===== src/rtl/fetch_queue.sv =====
// fetch_queue: instruction fetch unit with a prefetch queue.
//
// Fetches 32-bit opcodes over a 16- or 32-bit bus (BEATS = 32/BUS_W beats per
// opcode), buffers them in a DEPTH-entry queue, and dispatches them to the
// execute unit. Handles branch redirects and illegal-instruction traps.
//
// Ports
//   clk_i, reset_i        clock, synchronous active-high reset
//   dat_i, ack_i          bus read data and beat acknowledge
//   adr_o, size_o, vpa_o  bus beat address, transfer size, fetch-in-progress
//   pause_i               execute unit still consuming ir_o
//   defined_i             decoder verdict on ir_o
//   redirect_i/_pc_i      taken branch/jump and its target (word address)
//   csr_mtvec_i           trap vector (word address)
//   ir_o, ir_valid_o      current instruction and its valid flag
//   cpc_o, mepc_o         address of ir_o, PC captured at last trap
//   mpie_mie_o, mie_0_o, mcause_2_o   trap strobes to the CSR unit
//
// Fetch FSM
//   state   | meaning
//   S_IDLE  | queue full, no bus activity
//   S_BEAT  | fetch beat beat_q of the opcode at npc in progress
//   S_DRAIN | flushed while a beat was in flight; wait for its ack, drop data
module fetch_queue #(
  parameter int unsigned BUS_W    = 16,
  parameter int unsigned DEPTH    = 2,
  parameter logic [63:0] RESET_PC = 64'hFFFF_FFFF_FFFF_FF00
) (
  input  logic             clk_i,
  input  logic             reset_i,
  input  logic [BUS_W-1:0] dat_i,
  input  logic             ack_i,
  output logic [63:0]      adr_o,
  output logic [1:0]       size_o,
  output logic             vpa_o,
  input  logic             pause_i,
  input  logic             defined_i,
  input  logic             redirect_i,
  input  logic [63:2]      redirect_pc_i,
  input  logic [63:2]      csr_mtvec_i,
  output logic [31:0]      ir_o,
  output logic             ir_valid_o,
  output logic [63:2]      cpc_o,
  output logic [63:2]      mepc_o,
  output logic             mpie_mie_o,
  output logic             mie_0_o,
  output logic             mcause_2_o
);

  localparam int unsigned BEATS = 32 / BUS_W;
  localparam int unsigned PW    = (DEPTH > 1) ? $clog2(DEPTH) : 1;
  localparam int unsigned CW    = $clog2(DEPTH + 1);
  localparam logic [31:0] NOP   = 32'h0000_0013;
  localparam logic [1:0]  SIZE_CODE = (BUS_W == 16) ? 2'b10 : 2'b11;
  localparam logic [63:0] BEAT_BYTES = 64'(BUS_W / 8);

  typedef enum logic [1:0] {S_IDLE, S_BEAT, S_DRAIN} state_e;

  state_e        state_q, state_d;
  logic          beat_q, beat_d;
  logic [63:2]   npc_q, npc_d;
  logic [63:0]   drain_adr_q, drain_adr_d;
  logic [PW-1:0] wr_ptr_q, wr_ptr_d, rd_ptr_q, rd_ptr_d;
  logic [CW-1:0] count_q, count_d;
  logic [31:0]   ir_q, ir_d;
  logic          ir_valid_q, ir_valid_d;
  logic [63:2]   cpc_q, cpc_d;
  logic [63:2]   mepc_q, mepc_d;

  logic [31:0]   q_ir_q [DEPTH];
  logic [63:2]   q_pc_q [DEPTH];

  logic          trap, flush, last_beat, push, pop;
  logic [63:0]   adr_beat;
  logic [31:0]   word_full;

  function automatic logic [PW-1:0] ptr_inc(input logic [PW-1:0] p);
    return (p == PW'(DEPTH - 1)) ? '0 : p + PW'(1);
  endfunction

  assign trap      = ir_valid_q & ~defined_i;
  assign flush     = trap | redirect_i;
  assign last_beat = (beat_q == 1'(BEATS - 1));
  // A flush kills the opcode under assembly even if its final beat acks now.
  assign push      = (state_q == S_BEAT) && ack_i && last_beat && !flush;
  assign pop       = !pause_i && !flush && (count_q != '0);
  assign adr_beat  = {npc_q, 2'b00} + (beat_q ? BEAT_BYTES : 64'd0);

  // Opcode assembly: on a 16-bit bus the low half is held until the upper
  // half arrives; the full word is formed combinationally on the last beat.
  if (BEATS == 1) begin : g_w32
    assign word_full = dat_i;
  end else begin : g_w16
    logic [15:0] lo_q;
    always_ff @(posedge clk_i) begin
      if (reset_i) begin
        lo_q <= '0;
      end else if ((state_q == S_BEAT) && ack_i && !last_beat) begin
        lo_q <= dat_i;
      end
    end
    assign word_full = {dat_i, lo_q};
  end

  // Queue, pointer, dispatch and trap bookkeeping.
  always_comb begin
    npc_d      = npc_q;
    mepc_d     = mepc_q;
    ir_d       = ir_q;
    ir_valid_d = ir_valid_q;
    cpc_d      = cpc_q;
    wr_ptr_d   = wr_ptr_q;
    rd_ptr_d   = rd_ptr_q;
    count_d    = count_q;

    if (trap) begin
      mepc_d = cpc_q;
      npc_d  = csr_mtvec_i;
    end else if (redirect_i) begin
      npc_d = redirect_pc_i;
    end else if (push) begin
      npc_d = npc_q + 62'd1;
    end

    if (flush) begin
      wr_ptr_d   = '0;
      rd_ptr_d   = '0;
      count_d    = '0;
      ir_d       = NOP;
      ir_valid_d = 1'b0;
    end else begin
      if (push) wr_ptr_d = ptr_inc(wr_ptr_q);
      if (pop)  rd_ptr_d = ptr_inc(rd_ptr_q);
      if (push && !pop) begin
        count_d = count_q + CW'(1);
      end else if (!push && pop) begin
        count_d = count_q - CW'(1);
      end
      if (!pause_i) begin
        if (pop) begin
          ir_d       = q_ir_q[rd_ptr_q];
          cpc_d      = q_pc_q[rd_ptr_q];
          ir_valid_d = 1'b1;
        end else begin
          ir_d       = NOP;
          ir_valid_d = 1'b0;
        end
      end
    end
  end

  // Fetch FSM next state. The slot under assembly is reserved, so a new
  // opcode is only started while the committed count is below DEPTH.
  always_comb begin
    state_d     = state_q;
    beat_d      = beat_q;
    drain_adr_d = drain_adr_q;
    case (state_q)
      S_IDLE: begin
        beat_d = 1'b0;
        if (flush || (count_q < CW'(DEPTH))) state_d = S_BEAT;
      end
      S_BEAT: begin
        if (flush) begin
          beat_d      = 1'b0;
          drain_adr_d = adr_beat;
          state_d     = ack_i ? S_BEAT : S_DRAIN;
        end else if (ack_i) begin
          if (last_beat) begin
            beat_d  = 1'b0;
            state_d = (count_d < CW'(DEPTH)) ? S_BEAT : S_IDLE;
          end else begin
            beat_d = beat_q + 1'b1;
          end
        end
      end
      S_DRAIN: begin
        beat_d = 1'b0;
        if (ack_i) state_d = S_BEAT;
      end
      default: begin
        state_d = S_IDLE;
        beat_d  = 1'b0;
      end
    endcase
  end

  // Reset goes straight to BEAT(0): the queue is empty, so the first fetch
  // at RESET_PC can start in the first cycle after reset.
  always_ff @(posedge clk_i) begin
    if (reset_i) begin
      state_q     <= S_BEAT;
      beat_q      <= 1'b0;
      npc_q       <= RESET_PC[63:2];
      drain_adr_q <= '0;
      wr_ptr_q    <= '0;
      rd_ptr_q    <= '0;
      count_q     <= '0;
      ir_q        <= NOP;
      ir_valid_q  <= 1'b0;
      cpc_q       <= '0;
      mepc_q      <= '0;
    end else begin
      state_q     <= state_d;
      beat_q      <= beat_d;
      npc_q       <= npc_d;
      drain_adr_q <= drain_adr_d;
      wr_ptr_q    <= wr_ptr_d;
      rd_ptr_q    <= rd_ptr_d;
      count_q     <= count_d;
      ir_q        <= ir_d;
      ir_valid_q  <= ir_valid_d;
      cpc_q       <= cpc_d;
      mepc_q      <= mepc_d;
    end
  end

  // Queue storage needs no reset; occupancy is tracked by count_q.
  always_ff @(posedge clk_i) begin
    if (push) begin
      q_ir_q[wr_ptr_q] <= word_full;
      q_pc_q[wr_ptr_q] <= npc_q;
    end
  end

  assign vpa_o      = !reset_i && ((state_q == S_BEAT) || (state_q == S_DRAIN));
  assign adr_o      = !vpa_o ? 64'd0 : ((state_q == S_DRAIN) ? drain_adr_q : adr_beat);
  assign size_o     = vpa_o ? SIZE_CODE : 2'b00;
  assign mpie_mie_o = trap & ~reset_i;
  assign mie_0_o    = trap & ~reset_i;
  assign mcause_2_o = trap & ~reset_i;
  assign ir_o       = ir_q;
  assign ir_valid_o = ir_valid_q;
  assign cpc_o      = cpc_q;
  assign mepc_o     = mepc_q;

endmodule


===== config.mk =====
export PLATFORM = sky130hd
export DESIGN_NAME = fetch_queue
export DESIGN_NICKNAME = d
export VERILOG_FILES = /design/src/rtl/fetch_queue.sv
export SDC_FILE = /design/constraint.sdc
export NUM_CORES = 1
export LEC_CHECK = 0
export ABC_AREA = 1
export CAP_MARGIN = 20
export CORE_ASPECT_RATIO = 0.6
export CORE_MARGIN = 2
export CORE_UTILIZATION = 30
export CTS_CLUSTER_DIAMETER = 150
export DETAILED_ROUTE_END_ITERATION = 8
export DONT_BUFFER_PORTS = 1
export SETUP_SLACK_MARGIN = 0.2
export SYNTH_ARGS = -nofsm -noshare
export SYNTH_HDL_FRONTEND = slang
export SYNTH_SLANG_ARGS = --single-unit

===== constraint.sdc =====
create_clock -name clk_i -period 10.8 [get_ports clk_i]
set_clock_uncertainty 0.05 [all_clocks]
set_input_delay 2.16 -clock clk_i [delete_from_list [all_inputs] [get_ports clk_i]]
set_output_delay 2.16 -clock clk_i [all_outputs]
set_load 0.005 [all_outputs]

-- Word level (Yosys, flattened, before mapping)
Memories as Yosys holds them, arrays and structs flattened. A register that Yosys moved wholly into a read port is not among the register bits.
Cells that the tools add are included.
- output and inout bits: 227
- register bits after elaboration: 244
- memory bits (writable): 188
- input port bits: 146
- memories: 2
- bitwise operators: 8
- add/subtract/negate cells: 7
- reductions and logical operators: 25
- equality and inequality tests: 6
- $lt $le $gt $ge: 2
- muxes and demuxes: 27
- memories (name ; depth ; bits a word ; read ports ; clocked after Yosys merged registers in ; write ports ; RTL line ; text):
    q_pc_q ; 2 ; 62 ; 1 ; 1 ; 1 ; 71 ; logic [63:2] q_pc_q [DEPTH];
    q_ir_q ; 2 ; 32 ; 1 ; 1 ; 1 ; 70 ; logic [31:0] q_ir_q [DEPTH];
- operators by type and width (operator ; number):
    $mux W62 ; 3
    $mux W64 ; 2
    $add A64 B2 Y64 ; 1
    $add A62 B1 Y62 const B ; 1
    $mux W32 ; 1
    $mux W2 ; 11
    $logic_and A1 B1 Y1 ; 9
    $mux W1 ; 9
    $logic_not A1 Y1 ; 6
    $ne A3 B3 Y1 const B ; 2
    $pmux W2 S3 ; 1
    $not A1 Y1 ; 5
    $lt A2 B2 Y1 const B ; 2
    $ne A2 B2 Y1 const B ; 2
    $reduce_and A4 Y1 ; 1
    $add A1 B1 Y1 const B ; 3
    $reduce_and A3 Y1 ; 1
    $reduce_bool A3 Y1 ; 1
    $reduce_or A3 Y1 ; 1
    $add A2 B1 Y2 const B ; 1
    $and A1 B1 Y1 ; 2
    $eq A2 B1 Y1 const B ; 1
    $eq A2 B2 Y1 const B ; 1
    $logic_not A2 Y1 ; 1
    6 further kinds ; 7

-- Longest topological paths before layout
Gate-level depths: netlist of the first run.
- depth after elaboration: 16
- depth in mapped cells: 15
- gate-level depth less buffers: 14

-- Worst setup path before layout of the first run
OpenSTA, ideal clock, no wires.
- path type: in2reg
- from: input port redirect_i
- to: memory q_ir_q[0][0] (enable)
- stages on the path: 7
- required time: 10.201 ns
- setup slack: 3.348 ns
- buffers on the path: 2
- arrival time: 6.853 ns
- cell sequence: buf_2 > nor2_8 > inv_1 > buf_2 > nor2_2 > inv_1 > nor2_1
- cells in the longest elaborated chain, start to end: 5
- ends and longest elaborated chain (element ; RTL line ; text):
    from (decl) ; 38 ; input logic redirect_i,
    $or A1 B1 Y1 ; 82 ; assign flush = trap | redirect_i;
    $logic_not A1 Y1 ; 85 ; assign push = (state_q == S_BEAT) && ack_i && last_beat && !flush;
    $logic_and A1 B1 Y1 ; 85 ;
    net push ; 73 ; logic trap, flush, last_beat, push, pop;
    $mux W1 ; 220 ; if (push) begin
    $mux W1 (not written as such) ; 221 ; q_ir_q[wr_ptr_q] <= word_full;
    to (decl) ; 70 ;
The timed path passes the listed nets, and every way through them passes these cells.

-- Final worst setup path of the first run
- from: input port reset_i
- to: output port adr_o[19]
- cells in the longest elaborated chain, start to end: 3
- ends and longest elaborated chain (element ; RTL line ; text):
    from (decl) ; 30 ; input logic reset_i,
    $logic_not A1 Y1 ; 226 ; assign vpa_o = !reset_i && ((state_q == S_BEAT) || (state_q == S_DRAIN));
    $logic_and A1 B1 Y1 ; 226 ;
    net vpa_o ; 35 ; output logic vpa_o,
    $mux W64 ; 227 ; assign adr_o = !vpa_o ? 64'd0 : ((state_q == S_DRAIN) ? drain_adr_q : adr_beat);
    to (decl) ; 33 ; output logic [63:0] adr_o,
The timed path passes the listed nets, and every way through them passes these cells.

==> results of run 1 <==
cell usage in the layout (no fill, tap or decap), types with 2 or more instances in the layout:
master,instances
xnor2_1,2
bufinv_16,7
dfxtp_1,305
nand3b_1,2
inv_2,5
o21ai_0,332
nand3_2,2
clkinv_2,3
clkinvlp_4,3
buf_4,21
diode_2,5
o21bai_1,2
nor2_1,287
xor2_1,21
nand3_1,65
a21oi_1,252
inv_1,178
inv_6,3
nor2_4,13
ha_1,8
buf_16,3
nand2_1,668
nand2_2,18
o21ai_1,15
o211ai_1,2
clkbuf_1,15
conb_1,2
clkbuf_8,6
a31oi_1,69
nand4_1,13
clkbuf_16,50
nor2_2,15
clkinv_1,7
edfxtp_1,188
a211oi_1,10
synthesized netlist by cell type, types with 3 or more instances:
library cell | instances | share of area
nand2_1 | 668 | 0.12
o21ai_0 | 332 | 0.078
dfxtp_1 | 306 | 0.29
nor2_1 | 289 | 0.051
a21oi_1 | 252 | 0.059
edfxtp_1 | 188 | 0.26
inv_1 | 180 | 0.032
clkbuf_1 | 108 | 0.019
a31oi_1 | 69 | 0.020
nand3_1 | 65 | 0.015
buf_2 | 45 | 0.011
xor2_1 | 21 | 0.0086
nand2_2 | 18 | 0.0053
nor2_2 | 16 | 0.0047
o21ai_1 | 15 | 0.0035
nand4_1 | 13 | 0.0038
a211oi_1 | 10 | 0.0035
buf_4 | 10 | 0.0035
nor2_4 | 10 | 0.0053
ha_1 | 8 | 0.0047
inv_2 | 6 | 0.0011
buf_1 | 3 | 0.00053
layout make-up:
cell class	instances	area, um^2	share of cell area
Antenna cell	5	12.5	0.000524
Clock buffer	71	1390	0.0582
Clock inverter	22	324	0.0136
Inverter	188	714	0.0299
Multi-Input combinational cell	1802	8270	0.346
Sequential cell	494	11800	0.493
Tap cell	924	1160	0.0484
Timing Repair Buffer	25	260	0.0109
power by group through the flow:
stage          Combinational (mW)  Clock, mW  Sequential, mW
2_1_floorplan               0.395          0            2.13
3_3_place_gp                0.523          0            2.17
3_5_place_dp                0.544          0            2.17
4_1_cts                     0.545       1.89            2.13
5_1_grt                     0.618       1.96            2.14
6_report                    0.549       1.85            2.13
routing by layer:
layer,share of wire,track usage,vias up
li1,-,-,8615
met1,0.48,0.314,8440
met2,0.39,0.273,723
met3,0.10,0.0602,99
met4,0.017,0.0433,20
met5,0.0015,0,-
flip-flops by register name, indices dropped and copies added (netlist names), 16 cells and up, named ones only:
| signal | cells |
|---|---|
| cpc_o | 62 |
| drain_adr_q | 63 |
| g_w16.lo_q | 16 |
| ir_o | 32 |
| mepc_o | 62 |
| npc_q | 62 |
| q_ir_q | 64 |
| q_pc_q | 124 |
logic make-up (layout without fill, tap and decap cells):
group	count (synthesis)	count (layout)	synth area share
AND/OR/NAND/NOR	1084	1084	0.204
buffers and inverters	354	306	0.0664
flip-flops	494	494	0.549
XOR/XNOR	23	23	0.00940
other	1	7	0.000175
adder cells (fa/ha/maj)	8	8	0.00467
AO/OA/AOI/OAI	685	685	0.166
how the worst min path moves through the flow:
stage               slack [ns]  cells past startpoint             to      startpoint
floorplan                 0.37                      0   q_ir_q[0][0]   g_w16.lo_q[0]
global placement          0.38                      0   q_ir_q[0][4]   g_w16.lo_q[4]
detailed placement        0.38                      0  q_ir_q[0][13]  g_w16.lo_q[13]
CTS                       0.38                      0   q_ir_q[0][5]   g_w16.lo_q[5]
global route              0.41                      0  q_ir_q[1][13]  g_w16.lo_q[13]
finish                    0.39                      0   q_ir_q[1][5]   g_w16.lo_q[5]
critical path, stage by stage:
cell     delay [ns]
inv_6          0.33
nand2_2        0.44
inv_1          0.60
buf_16         0.24
o21ai_0        0.10
a21oi_1        0.25
stage by stage:
stage          setup slack, ns  total power [mW]  utilization  hold slack [ns]
2_1_floorplan             3.35              2.52            -            0.370
3_3_place_gp              4.06              2.70        0.314            0.383
3_5_place_dp              4.38              2.71        0.315            0.384
4_1_cts                   4.37              4.57        0.339            0.385
5_1_grt                   4.20              4.72        0.340            0.405
6_report                  4.45              4.53        0.340            0.392
==> summary.md, run 1 <==
| Metric | Value |
|---|---|
| Core Rows | 75 |
| Max H-tree Level | 2 |
| Max Clock Freq | 158 MHz |
| Clock power frac | 0.408 |
| Placer Congestion | 0.956 |
| CTS Sinks | 494 |
| Worst reg-to-reg setup slack | 7.10 ns |
| Share of layout cells above drive strength 1 | 0.0600 |
| Logic gate share of total power | 0.121 |
| Async SR Flop Fraction | 0 |
| Root Driver | clkbuf_16 |
| Synth cell types | 33 |
| Placed cell area | 22,100 um^2 |
| Worst hold path class | flip-flop to flip-flop |
| P&R area growth vs syn | 11.5% |
| Avg Vias per Cell | 5.07 |
| Crit start category | input pin |
| Initial antenna violation count | 15 |
| Pin slew with the least headroom to its limit | 1.11 ns |
| DRT Wirelength | 77,600 um |
| Crit path to | adr_o[19] |
| Starting Density | 0.305 |
| Fin cells | 3,531 |
| DR vias | 17.9k |
| Core ar. | 70,300 um^2 |
| Crit Path Max Fanout | 64 |
| Worst-Skew Late Latency | 0.61 ns |
| Top-level port count | 373 |
| Total Neg Setup Slack | 0 ns |
| Nets | 2,715 |
| Worst EP required | 8.59 ns |
| Die Ht | 211 um |
| Leakage | 9.30 nW |
| Post-route cell area | 23,900 um^2 |
| Avg WL per Cell | 22.0 um |
| DRC violations left | 0 |
| Dominant synthesized flop cell | dfxtp_1 |
| PwrDens | 190 nW/um^2 |
| Yosys reg bits | 494 |
| Fillcell total | 7,285 |
| Buffer count from post-CTS setup fixing | 0 |
| Worst R2R Path Depth | 9 |
| Outcome | finished, final reports clean |
| Final-report hold violation count | 0 |
| Setup violators final | 0 |
| Final Slew Violations | 0 |
| Reg-to-reg endpoint | drain_adr_q[1] |
| Power share of the sequential group | 0.471 |
| Fin crit share | 0.588 |
| GR Overflow Total | 0 |
| First-pass GRT wire length | 110,000 um |
| Clk pin slew, worst setup/hold paths | 0.06 ns |
| Sw Ratio | 0.281 |
| Number of global-route vias before repair | 15.6k |
| Crit path launch | reset_i |
| Clock Tree Buf Depth | 3 |
| Sequential fraction of the synthesis area | 0.549 |
| Total GRT Usage | 0.203 |
| Die area | 73,700 um^2 |
| Cell internal pwr | 3.26 mW |
| Largest net degree at the start of global routing | 118 |
| Peak supply drop | 0.0978 mV |
| Die W | 349 um |
| CTS Hold Buffers Added | 0 |
| RSZ-0062 raised after global routing | false |
| DR pass1 iterations | 5 |
| CP endpoint kind | output port |
| Synth warnings | 0 |
| DP HPWL | 55,300 um |
| Crit path time final | 6.35 ns |
| Post-Syn Area per Cell | 8.09 um^2 |
| Critical path type | input pin to output port |
| Mapped Cells | 2,649 |
| DRT iter0 DRCs | 1,873 |
| Port Buf Inserts | 0 |
| Post_cts resized | 0 |
| Placed Cells | 3,431 |
| MaxCap Viol Count | 0 |
| Post-synth EDFFs | 188 |
| Psw | 1.28 mW |
| CTS tree | yes |
| Max_slew headroom | 0.257 |
| Post-DRT Antenna Nets | 0 |
| Data arrival, critical path | 4.14 ns |
| Area of the mapped netlist | 21,400 um^2 |
| Reg-to-Reg Start | ir_valid_o |
| Total CTS buffers | 50 |
No activity file was read; power rests on OpenSTA's default activity.
==> run 2, diff against run 1 <==
- ABC_AREA: 1 -> 0
- clock period: 10.8 -> 6.1 ns (I/O delays scaled with it)
==> summary.md, run 2 <==
| Metric | Value |
|---|---|
| Outcome | finished, final reports clean (unchanged) |
| RSZ-0062 raised after global routing | false (unchanged) |
| Yosys reg bits | 494 (unchanged) |
| Xor/xnor share of the synthesized area | 0.00708 (was 0.00940) |
| MaxCap Viol Count | 0 (unchanged) |
| Starting Density | 0.302 (was 0.305) |
| Die W | 346 um (was 349 um) |
| Avg Vias per Cell | 5.42 (was 5.07) |
| Max H-tree Level | 2 (unchanged) |
| Worst EP required | 4.83 ns (was 8.59 ns) |
| Share of layout cells above drive strength 1 | 0.0817 (was 0.0600) |
| Reg area | 11,800 um^2 (about the same) |
| Synth warnings | 0 (unchanged) |
| Worst hold path class | flip-flop to flip-flop (unchanged) |
| Final Slew Violations | 0 (unchanged) |
| Max_slew headroom | 0.270 (was 0.257) |
| GR Overflow Total | 0 (unchanged) |
| Critical path type | flip-flop to output port (was input pin to output port) |
| Simple-gate share of the synthesized area | 0.175 (was 0.204) |
| Core ar. | 69,600 um^2 (was 70,300 um^2) |
| Total CTS buffers | 50 (unchanged) |
| Dominant synthesized flop cell | dfxtp_1 (unchanged) |
| Root Driver | clkbuf_16 (unchanged) |
| Count leader, synth | nand2_1 (unchanged) |
| Crit start category | flip-flop (was input pin) |
| Number of global-route vias before repair | 15.4k (was 15.6k) |
| Total GRT Usage | 0.190 (was 0.203) |
| Largest registers | q_pc_q x124, q_ir_q x64, drain_adr_q x63 (unchanged) |
| Worst-Skew Late Latency | 0.62 ns (was 0.61 ns) |
| Final WS setup | 1.88 ns (was 4.45 ns) |
| CP top delay family | buffers and inverters (unchanged) |
| CP endpoint kind | output port (unchanged) |
| DRT iter0 DRCs | 1,972 (was 1,873) |
| Biggest register | q_pc_q (unchanged) |
| Leakage | 7.54 nW (was 9.30 nW) |
| Largest family of logic cells by synthesized area | simple AND/OR/NAND/NOR gates (unchanged) |
| Sequential fraction of the synthesis area | 0.559 (was 0.549) |
| CTS tree | yes (unchanged) |
| Async SR Flop Fraction | 0 (unchanged) |
| Die Ht | 209 um (was 211 um) |
| Most frequent cells in the layout | nand2_1 (362), dfxtp_1 (305), nor2_1 (238) (was nand2_1 (668), o21ai_0 (332), dfxtp_1 (305)) |
| Multi-input logic area | 8540 um^2 (was 8270 um^2) |
| Post_cts resized | 0 (unchanged) |
| CTS Sinks | 494 (unchanged) |
| Cell taking the most area after synthesis | dfxtp_1 (unchanged) |
| Pwr Total | 7.41 mW (was 4.53 mW) |
| Peak supply drop | 0.182 mV (was 0.0978 mV) |
| Worst-path cell with the longest stage delay | ha_4 (was inv_1) |
| PwrDens | 315 nW/um^2 (was 190 nW/um^2) |
| Mapped Cells | 2,161 (was 2,649) |
| Most common cell after layout, fill and taps aside | nand2_1 (unchanged) |
| Post-DRT Antenna Nets | 0 (unchanged) |
| Crit path time final | 4.22 ns |
| Post-Syn Area per Cell | 9.74 um^2 (was 8.09 um^2) |
| Data arrival, critical path | 2.95 ns (was 4.14 ns) |
| Setup violators final | 0 (unchanged) |
| Fillcell total | 7,003 (was 7,285) |
| Fin crit share | 0.692 |
| Complex-gate fraction of the synthesized area | 0.134 (was 0.166) |
| P&R area growth vs syn | 11.8% (was 11.5%) |
| Core Rows | 75 (unchanged) |
| DR pass1 iterations | 9 (was 5) |
| Final-report hold violation count | 0 (unchanged) |
| Total Neg Setup Slack | 0 ns (unchanged) |
| Avg WL per Cell | 23.4 um (was 22.0 um) |
| Placer Congestion | 0.878 (was 0.956) |
| Synth cell types | 69 (was 33) |
| Synth top area cells | dfxtp_1 (29%), edfxtp_1 (27%), nand2_1 (6.5%) (was dfxtp_1 (29%), edfxtp_1 (26%), nand2_1 (12%)) |
| Buffer count from post-CTS setup fixing | 0 (unchanged) |
| Largest net degree at the start of global routing | 256 (was 118) |
| DRT Wirelength | 71,300 um (was 77,600 um) |
| Port Buf Inserts | 0 (unchanged) |
| Max reg flops | 124 (unchanged) |
| Clk pin slew, worst setup/hold paths | 0.07 ns (was 0.06 ns) |
| Clock Tree Buf Depth | 3 (unchanged) |
| DP HPWL | 48,800 um (was 55,300 um) |
| WP buf/inv | 2 (was 3) |
| Top-level port count | 373 (unchanged) |
| Initial antenna violation count | 29 (was 15) |
| Max incr delay on CP | 0.69 ns (was 0.60 ns) |
| First-pass GRT wire length | 104,000 um (was 110,000 um) |
| Synth Area in Adders | 0.00476 (was 0.00467) |
| Nets | 2,218 (was 2,715) |
| DR vias | 16.5k (was 17.9k) |
| Pre-CTS setup slack | 2.17 ns (was 4.38 ns) |
| Mux cell area share after synthesis | 0.0814 (was 0) |
| Top cells by count, synth | nand2_1 (363), dfxtp_1 (306), nor2_1 (239) (was nand2_1 (668), o21ai_0 (332), dfxtp_1 (306)) |
| Post-synth EDFFs | 188 (unchanged) |
| Pin slew with the least headroom to its limit | 1.09 ns (was 1.11 ns) |
| Area of the mapped netlist | 21,000 um^2 (was 21,400 um^2) |
| DRC violations left | 0 (unchanged) |
| Yosys top cell area share | 0.291 (was 0.286) |
| Crit Path Max Fanout | 38 (was 64) |
| Die area | 72,300 um^2 (was 73,700 um^2) |
| CP cell instances | inv_1 > ha_4 > buf_4 > mux2i_1 > nor2_1 (was inv_6 > nand2_2 > inv_1 > buf_16 > o21ai_0 > a21oi_1) |
| CTS Hold Buffers Added | 0 (unchanged) |
| Max Clock Freq | 237 MHz |
## run 2: kinds of logic (layout without fill, tap and decap cells)
logic type	count (synthesis)	after routing
AO/OA/AOI/OAI	442	442
XOR/XNOR	17	17
adder cells (fa/ha/maj)	8	8
buffers and inverters	205	149
flip-flops	494	494
multiplexers	167	167
other	1	16
AND/OR/NAND/NOR	827	827
## run 2: where the power goes
group / internal (mW) / switching (mW)
combinational: 0.182 / 0.388
sequential: 3.53 / 0.131
clock: 1.80 / 1.37
## run 2: metal layers
metal  global-route usage  vias up  part of all wire
li1                     -     7602                 -
met1                0.243     8049              0.42
met3               0.0717      148              0.10
met5                    0        -            0.0024
met4               0.0542       26             0.023
met2                0.301      669              0.45
## run 2: worst reg2reg max path, cell delays in order (launching register included)
cell and delay, ns:
dfxtp_1 0.37, inv_1 0.12, ha_1 0.42, nand3_1 0.81, nand3_1 0.70, buf_4 0.39, o21ai_0 0.14, or4_1 0.43
o211ai_1 0.18
## run 2: stage by stage
step | std cells | util | instance area [um^2] | hold slack [ns]
global route | 3035 | 0.338 | 23500 | 0.414
global placement | 2935 | 0.313 | 21800 | 0.380
finish | 3044 | 0.338 | 23500 | 0.402
detailed placement | 2935 | 0.313 | 21800 | 0.390
CTS | 3029 | 0.337 | 23500 | 0.403
floorplan | 2162 | - | 21000 | 0.370
## run 2: area by class of cell
type	instances	area share
Antenna cell	14	0.00149
Clock buffer	74	0.0622
Clock inverter	20	0.00947
Inverter	22	0.00372
Multi-Input combinational cell	1463	0.363
Sequential cell	494	0.501
Tap cell	924	0.0491
Timing Repair Buffer	33	0.0104
## run 2: path summary, 6_finish.rpt
| check | from | end | slack [ns] | cells past startpoint |
|---|---|---|---|---|
| setup / recovery | state_q[0] | adr_o[60] | 1.88 | 5 |
| hold / removal | drain_adr_q[36] | drain_adr_q[36] | 0.40 | 2 |
| setup reg to reg | state_q[1] | npc_q[25] | 2.42 | 8 |
| hold reg to reg | drain_adr_q[36] | drain_adr_q[36] | 0.40 | 2 |
